$ cat src/rtl/hazard_ctrl.sv
// hazard_ctrl: pipeline stall/flush sequencing, multi-cycle execute control and operand forwarding
module hazard_ctrl #(
   parameter int MUL_LAT = 4,
   parameter int CNT_W = $clog2(MUL_LAT)
) (
   input  logic       clk,
   input  logic       reset_n,
   input  logic [4:0] Rs1D,
   input  logic [4:0] Rs2D,
   input  logic [4:0] Rs1E,
   input  logic [4:0] Rs2E,
   input  logic [4:0] RdE,
   input  logic [4:0] RdM,
   input  logic [4:0] RdW,
   input  logic       LoadE,
   input  logic       RegWriteM,
   input  logic       RegWriteW,
   input  logic       PCSrcE,
   input  logic       MulStartE,
   output logic       EN_PC_n,
   output logic       EN_pipeline_n,
   output logic       CLR,
   output logic       FlushE,
   output logic       StallE,
   output logic       FlushM,
   output logic [1:0] ForwardAE,
   output logic [1:0] ForwardBE,
   output logic       busy
);
   localparam int CW = CNT_W < 1 ? 1 : CNT_W;
   localparam logic [CW-1:0] CNT_LOAD = CW'(MUL_LAT > 1 ? MUL_LAT - 2 : 0);
   typedef enum logic [1:0] {BOOT, IDLE, BUSY} state_t;
   state_t state, state_nx;
   logic [CW-1:0] cnt, cnt_nx;
   logic lw_stall, mul_stall, mul_go, run, hold;
   always_ff @(posedge clk or negedge reset_n)
      if (!reset_n) begin
         state <= BOOT;
         cnt <= '0;
      end else begin
         state <= state_nx;
         cnt <= cnt_nx;
      end
   always_comb begin
      mul_go = state == IDLE && MulStartE && MUL_LAT > 1;
      mul_stall = mul_go || (state == BUSY && cnt != '0);
      lw_stall = LoadE && RdE != 5'd0 && (RdE == Rs1D || RdE == Rs2D);
      run = reset_n && state != BOOT;
      state_nx = state == BOOT ? IDLE : mul_go ? BUSY : (state == BUSY && cnt != '0) ? BUSY : IDLE;
      cnt_nx = mul_go ? CNT_LOAD : (state == BUSY && cnt != '0) ? cnt - CW'(1) : cnt;
      // the reset values are driven combinationally so they appear as soon as reset_n drops
      hold = !reset_n || (run && (mul_stall || (!PCSrcE && lw_stall)));
      EN_PC_n = hold;
      EN_pipeline_n = hold;
      CLR = !reset_n || state == BOOT || (run && !mul_stall && PCSrcE);
      FlushE = !reset_n || state == BOOT || (run && !mul_stall && (PCSrcE || lw_stall));
      StallE = run && mul_stall;
      FlushM = !reset_n || (run && mul_stall);
      busy = reset_n && state == BUSY;
      ForwardAE = !reset_n ? 2'b00 : (RegWriteM && RdM != 5'd0 && RdM == Rs1E) ? 2'b10 :
                  (RegWriteW && RdW != 5'd0 && RdW == Rs1E) ? 2'b01 : 2'b00;
      ForwardBE = !reset_n ? 2'b00 : (RegWriteM && RdM != 5'd0 && RdM == Rs2E) ? 2'b10 :
                  (RegWriteW && RdW != 5'd0 && RdW == Rs2E) ? 2'b01 : 2'b00;
   end
endmodule
$ cat config.mk
export PLATFORM = sky130hd
export DESIGN_NAME = hazard_ctrl
export DESIGN_NICKNAME = d
export VERILOG_FILES = /design/src/rtl/hazard_ctrl.sv
export SDC_FILE = /design/constraint.sdc
export NUM_CORES = 1
export LEC_CHECK = 0
export BUFFER_PORTS_ARGS = -buffer_cell sky130_fd_sc_hd__buf_4
export CELL_PAD_IN_SITES_DETAIL_PLACEMENT = 0
export CELL_PAD_IN_SITES_GLOBAL_PLACEMENT = 1
export CORE_UTILIZATION = 27
export DETAILED_ROUTE_END_ITERATION = 7
export PLACE_DENSITY_LB_ADDON = 0.12
export SYNTH_ARGS = -nofsm -noshare
export SYNTH_HDL_FRONTEND = slang
export SYNTH_SLANG_ARGS = --single-unit
export TNS_END_PERCENT = 100
$ cat constraint.sdc
create_clock -name clk -period 3 [get_ports clk]
set_input_delay 0.3 -clock clk [delete_from_list [all_inputs] [get_ports clk]]
set_output_delay 0.3 -clock clk [all_outputs]
set_load 0.02 [all_outputs]
==> results.md, run 1 <==
Synthesis:
- The largest total area in the synthesized netlist belongs to xor2_1.
- The distinct cell type count after synthesis is 26.
- Synthesis produced a netlist with a net count of 121.
- The dominant cell by count in the synthesized netlist is xor2_1.
- After synthesis the netlist holds a flip-flop and latch count of 4.
- The synthesized netlist cell count is 78.
- The post-synthesis average cell area is 8.34 um2.
- The sequential element share of the synthesized area is 15.4%.
- Ranked by total cell area, the synthesized netlist is headed by xor2_1 (32%), dfrtp_1 (15%), xnor2_1 (8.1%).
- The share of the synthesized area in the top cell type is 32.3%.
- The number of synthesized flops with an enable pin is 0.
- The flip-flop cell with the highest count after synthesis is dfrtp_1.
- The count of yosys warnings during synthesis is 0.
- Of all flip-flops after synthesis, the portion carrying an async set or reset was 100%.
- By count the netlist is led by xor2_1 (24), xnor2_1 (6), or4_1 (5).
- The synthesized netlist occupies a cell area of 651 um2.

Clocking:
- The later-pin clock latency in the skew report is 230 ps.
- Buffers inserted to repair hold after CTS numbered 1.
- The clock tree from TritonCTS is done.
- The clock tree root driver cell is clkbuf_4.
- Clock-pin slew was measured on the worst setup and hold paths at 40 ps.
- The level count of the clock H-tree is 1.
- The number of post-CTS setup repair buffers is 0.
- The CTS buffer count is 3.
- The maximum number of buffers from clock root to sink is 2.
- The number of clock sinks seen by CTS is 4.
- The quantity of gates resized following cts is 0.

STA:
- On the final layout, the worst clock skew is 2.52 ps.
- The maximum clock frequency is 0.429 GHz.
- Setup repair after global routing left no endpoint under its margin.
- Across all hold checks on the routed design, the worst slack comes to 408 ps.
- The period utilization is 77.6%.
- The number of hold violations in the final report is 0.
- The final max-slew violation count is 0.
- Setup violations remaining at the end of the flow were counted as 0.
- The actual slew at the worst max-slew pin is 482 ps.
- The minimum clock period is 2330 ps.
- In the final timing run, aggregate negative setup slack is 0 ps.
- The worst-case headroom to the max-slew limit is 67.5%.

Power:
- Of the total power, registers draw 24.1%.
- The internal power of the cells is 249 uW.
- IR analysis of the VDD net gives a maximum drop of 258 uV.
- The reported net switching power is 179 uW.
- The clock network is responsible for 15.0% of the overall power.
- For this design the ratio of total power to cell area is 389 mW/mm2.
- The fraction of power consumed by combinational cells is 60.9%.
- The standby leakage power is 0.000521 uW.
- Of the total power, the share spent switching nets is 41.8%.

Setup path:
- Of all nets on the critical path, the largest fanout is 13.
- STA classifies the critical path endpoint as an output pin.
- The data arrival time of the critical path is 2030 ps.
- In this run the critical register-to-register path is captured at state[0].
- Setup slack on the worst reg-to-reg path comes out at 1510 ps.
- The length in cells of the worst reg-to-reg path is 5.
- The worst setup path category is input port to output pin.
- The element type at the critical path start is an input port.
- The launching point of the worst reg2reg path is cnt[0].
- The required time at the worst-slack endpoint is 2700 ps.

Placed design:
- The HPWL reported at the end of detailed placement is 1550 um.
- The congestion estimate from routability-driven global placement came to 0.704.
- The number of input and output port buffers inserted is 52.
- The instance count after placement with tap cells included is 157.
- The instance area at placement is 0.00107 mm2.

Flow run:
- Across the run, the number of max-cap violations was 0.

GRT:
- Entering global routing, the biggest net connects 14 pins.
- The initial antenna violation count is 0.
- The wire length of the first global-routing pass is 2930 um.
- After global routing the overflow that remains totals 0.
- Global routing consumed, over all layers together, 14.4% of the routing resources.
- The via count of the first global-routing pass is 741.

Final layout:
- The total of fill cells in the finished design is 238.
- The combined area of the multi-input logic cells is 532 um2.
- For this run, the post-layout net count is 178.
- Of the cells placed in the final design, the portion with a size suffix greater than 1 is 46.6%.
- The area of all sequential standard cells is 100 um2.
- The count of inserted antenna diode cells is 0.
- The cell area after layout is 0.00110 mm2.
- The final cell count without fillers is 161.
- The layout overhead on the synthesized area is 69.2%.

Routing:
- The average routed wire per standard cell is 10.7 um.
- The vias after detailed routing is 761.
- The final routed wirelength across all metal layers is 1720 um.
- In the routed design, unresolved DRC markers number 0.
- The count of routing violations after the opening detailed-route iteration is 6.
- The number of nets still failing antenna checks after routing is 0.
- The first-pass detailed-route iteration total is 4.
- The number of vias per cell after detailed routing is 4.73.

Floorplanning:
- The core area is 0.00223 mm2.
- The die covers 0.00261 mm2.
- In this run the core area contains 17 standard-cell rows.
- The die is 51.1 um wide.
- For this configuration, the core starts out at a cell density of 29.1%.
- The count of pins on the block boundary is 53.
- The floorplan die height is 51.1 um.

Status:
- The run finished with clean final reports.

Worst hold path:
- The type of the most critical hold path is input port to register.
- The worst hold path was traced through 3 stages.
- The worst hold path begins at MulStartE.
- The destination of the worst hold path is cnt[1].
-- registers in the layout (all words and copies together) (netlist names) --
name and cells:
state 2, cnt 2
-- per-layer routing --
| layer | up-vias | wire length (um) | GRT usage, % |
|---|---|---|---|
| met5 | - | 0 | 0 |
| met4 | 0 | 0 | 5.56 |
| met3 | 0 | 117 | 1.19 |
| met2 | 34 | 845 | 24.8 |
| met1 | 338 | 759 | 18.4 |
| li1 | 389 | - | - |
-- worst max-delay path, stage by stage --
cell and delay [ps]:
dlygate4sd3_1 520, buf_4 180, o211ai_1 110, or4_1 570
nor4_2 160, buf_4 180
-- kinds of logic (layout without fill, tap and decap cells) --
logic type | after synthesis | in the layout | synth area share (%)
buffers and inverters | 4 | 59 | 2.88
flip-flops | 4 | 4 | 15.4
adder cells (fa/ha/maj) | 1 | 1 | 1.92
AO/OA/AOI/OAI | 13 | 13 | 14.0
XOR/XNOR | 30 | 30 | 40.4
AND/OR/NAND/NOR | 26 | 26 | 25.4
-- power by group through the flow --
stage | clock network, uW | registers [uW] | logic [uW]
2_1_floorplan | 0 | 97.7 | 151
3_3_place_gp | 0 | 103 | 256
3_5_place_dp | 0 | 104 | 262
4_1_cts | 69.2 | 103 | 264
5_1_grt | 68.9 | 109 | 286
6_report | 64.1 | 103 | 261
-- metrics by stage --
step	total power, uW	utilization [%]	worst slack (ps)
floorplan	249	-	718
global placement	359	47.8	988
detailed placement	365	47.8	963
CTS	436	49.3	659
global route	464	49.3	546
finish	429	49.3	671
-- layout by cell type, fill, tap and decap left out, drive strengths merged --
cell type	netlist	routed
a21oi	3	3
nor4	4	4
a22oi	1	1
nand3	2	2
o311ai	2	2
o21bai	1	1
nor2	3	3
o211ai	1	1
dfrtp	4	4
xnor2	6	6
xor2	24	24
dlygate4sd3	0	1
ha	1	1
and2	3	3
or4	5	5
o221ai	1	1
inv	3	3
nand2	4	4
clkbuf	0	3
and3b	1	1
or3b	1	1
o21ai	4	4
buf	1	52
nor3	3	3
-- how the worst max path moves through the flow --
stage               startpoint       endpoint  slack (ps)  depth (start not counted)
finish                 reset_n   ForwardBE[0]         670                          6
global route           reset_n   ForwardAE[0]         550                          6
CTS                    reset_n   ForwardBE[0]         660                          6
detailed placement      cnt[0]        EN_PC_n         960                          7
global placement        RdM[0]   ForwardBE[0]         990                          6
floorplan               RdE[3]  EN_pipeline_n         720                          5
-- layout make-up --
| type | instances | share of cell area [%] |
|---|---|---|
| tap | 28 | 3.18 |
| timing repair buffer | 53 | 36.4 |
| inverter | 3 | 1.02 |
| multi-input combinational | 70 | 48.3 |
| sequential | 4 | 9.09 |
| clock buffer | 3 | 2.05 |
(Power assumes the default switching activity.)
==> inputs of run 2 (changes only) <==
Settings changed: CORE_UTILIZATION 27 to 25.
Clock period 3 ns to 2.19 ns, I/O delays scaled along.
==> run 2 against run 1 <==
  * Flip-flop and latch count did not move
  * Worst setup slack got worse by 600 ps
  * Non-clock buffer count rose by 4
  * Count of clock-buffer cells in the layout did not move
  * Clock skew barely moved
  * Clock power rose by 42%
  * Final area rose by 4.4%
  * Critical path type unchanged
  * Critical endpoint unchanged
  * Largest power group unchanged
==> results.md, run 2 (same netlist as run 1, synthesis figures left out) <==
Status:
- The run finished with clean final reports.

GRT:
- The final global-route overflow total is 0 (unchanged).
- The largest net degree at the start of global routing is 14 (unchanged).
- The total routing resource utilization after global routing is 13.3% (-1.1 points).
- The via count of the first global-routing pass came to 686 (-7.4%).
- The wire length of the first global-routing pass came to 2770 um (-5.4%).
- The initial antenna violation count is 0 (unchanged).

Power:
- The largest voltage drop on the vdd net is 301 uV (+17%).
- The standby leakage power was 0.000544 uW (+4.3%).
- The total power density per cell area was 537 mW/mm2 (+38%).

Setup path:
- The worst setup path category is input port to output pin.
- The element type at the critical path start is an input port.
- The worst setup path is captured at an output pin.
- The largest driver fanout on the critical path is 5 (-8).
- The required time at the worst-slack endpoint is 1970 ps (-730 ps).
- The data arrival time of the critical path came to 1900 ps (-130 ps).

Floorplanning:
- The die outline area came to 0.00281 mm2 (+7.7%).
- The die outline width came to 53.0 um (+3.8%).
- The floorplan die height is 53.0 um (+3.8%).
- The row count came to 18 (+1).
- The initial core utilization is 26.3% (-2.9 points).
- The count of pins on the block boundary is 53 (unchanged).
- The core area was 0.00248 mm2 (+11%).

STA:
- The final sum of negative setup slack is 0 ps (unchanged).
- The actual slew at the worst max-slew pin is 609 ps (+127 ps).
- The period utilization is 96.7%.
- The final max-slew violation count is 0 (unchanged).
- The setup violation total in the final timing report came to 0 (unchanged).
- The largest clock skew in the final design came to 2.05 ps (-0.473 ps).
- Based on the critical path, the design can be clocked at up to 0.472 GHz.
- The worst-case headroom to the max-slew limit was 59.1% (-8.4 points).
- The number of hold violations in the final report is 0 (unchanged).
- The minimum clock period is 2120 ps.
- Setup repair after global routing left no endpoint under its margin.
- The final-layout worst hold slack is 325 ps (-82.7 ps).

Placed design:
- The instance count after placement with tap cells included was 159 (+1.3%).
- The weighted congestion reported at the end of routability-driven placement is 0.815 (+16%).
- The number of input and output port buffers inserted is 52 (unchanged).
- The HPWL reported at the end of detailed placement is 1540 um (-1.1%).
- The instance area at placement was 0.00107 mm2 (+0.23%).

Final layout:
- The most common cell after layout, fill and taps aside is buf_4.
- Leaving out fill and tap cells, the most frequent cells in the layout are buf_4 (55), xor2_1 (24), xnor2_1 (6).
- The area of all sequential standard cells was 100 um2 (unchanged).
- The fraction of final layout cells sized beyond drive strength 1 was 49.6% (+3.0 points).
- The number of nets in the layout is 182 (+2.2%).
- The total of fill cells in the finished design is 266 (+12%).
- The combined area of the multi-input logic cells came to 544 um2 (+2.4%).
- The layout overhead on the synthesized area is 76.7%.
- The count of inserted antenna diode cells is 0 (unchanged).
- The cell area after layout is 0.00115 mm2 (+4.4%).
- In the final layout, the registers with the most flip-flops are cnt: 2 flops, state: 2 flops.
- The final cell count without fillers is 167 (+3.7%).

Clocking:
- The CTS buffer count was 3 (unchanged).
- The cell sitting at the root of the clock tree is a clkbuf_4.
- The number of clock sinks seen by CTS is 4 (unchanged).
- The maximum number of buffers from clock root to sink is 2 (unchanged).
- TritonCTS built the clock tree.
- The clock transition time at the flip-flop clock pins of the worst setup and hold paths is 40 ps (about the same).
- The later-pin clock latency in the skew report is 230 ps (about the same).
- The level count of the clock H-tree is 1 (unchanged).

Routing:
- The number of vias per cell after detailed routing is 4.57 (-3.2%).
- The final routed wirelength across all metal layers is 1880 um (+9.1%).
- The post-detailed-route DRC marker count is 0 (unchanged).
- The vias after detailed routing came to 764 (+0.39%).
- The first-pass detailed-route iteration total was 4 (unchanged).
- The count of routing violations after the opening detailed-route iteration was 12 (+6).
- The average routed wire per standard cell is 11.2 um (+5.1%).
- The number of nets still failing antenna checks after routing was 0 (unchanged).

Worst hold path:
- The type of the most critical hold path is input port to async pin.

Flow run:
- The number of max-cap violations was 0 (unchanged).
==> run 2: cell count changes in the layout (fill, tap and decap cells not counted), sizes merged <==
cell	previous run	this run
buf	52	56
==> run 2: metal layers <==
layer	vias to the layer above	track usage [%]	wire, um
met2	39	22.4	972
met5	-	0	0
li1	396	-	-
met4	0	5.26	17
met1	327	16.9	749
met3	2	2.01	138
==> run 2: power by group <==
group	internal (uW)	switching [uW]	leakage, uW
combinational	192	196	0.000484
sequential	104	33.5	0.0000463
clock	61.3	29.9	0.0000138
==> run 2: area by class of cell <==
cell class,count,share of cell area [%]
clock buffers,3,1.96
well taps,30,3.26
repair buffers,57,37.8
multi-input cells,70,47.3
flip-flops and latches,4,8.71
inverters,3,0.979
==> run 2: critical path, stage by stage <==
cell and delay, ps:
dlygate4sd3_1 540, buf_6 110, o211ai_1 110, or4_1 570, nor4_2 160, buf_4 180
==> run 2: final timing paths <==
kind                                start  slack, ps  cells past startpoint           end
worst max-delay path              reset_n         70                      6  ForwardBE[0]
max in group asynchronous         reset_n       1620                      3      state[0]
worst min-delay path              reset_n        330                      2        cnt[1]
worst min register to register     cnt[1]        550                      2        cnt[1]
min in group clk                MulStartE        340                      3        cnt[1]
worst max register to register     cnt[0]        750                      5      state[0]
==> run 2: per-stage QoR <==
stage	worst slack (ps)	util, %	power (uW)
final	72.7	46.4	617
after global routing	8.83	46.4	669
after CTS	13.8	44.5	594
after detailed placement	267	43.2	495
after global placement	314	43.2	492
after floorplan	70.4	-	341
==> run 2: what timing repair did <==
action / 4_1_cts / 5_1_grt
hold buffers: 1 / 0
resized for setup: 1 / 4
endpoints found under the hold margin: 4 / 0
setup endpoints to repair: 2 / 6
pin swaps: 0 / 2
setup buffers: 0 / 4
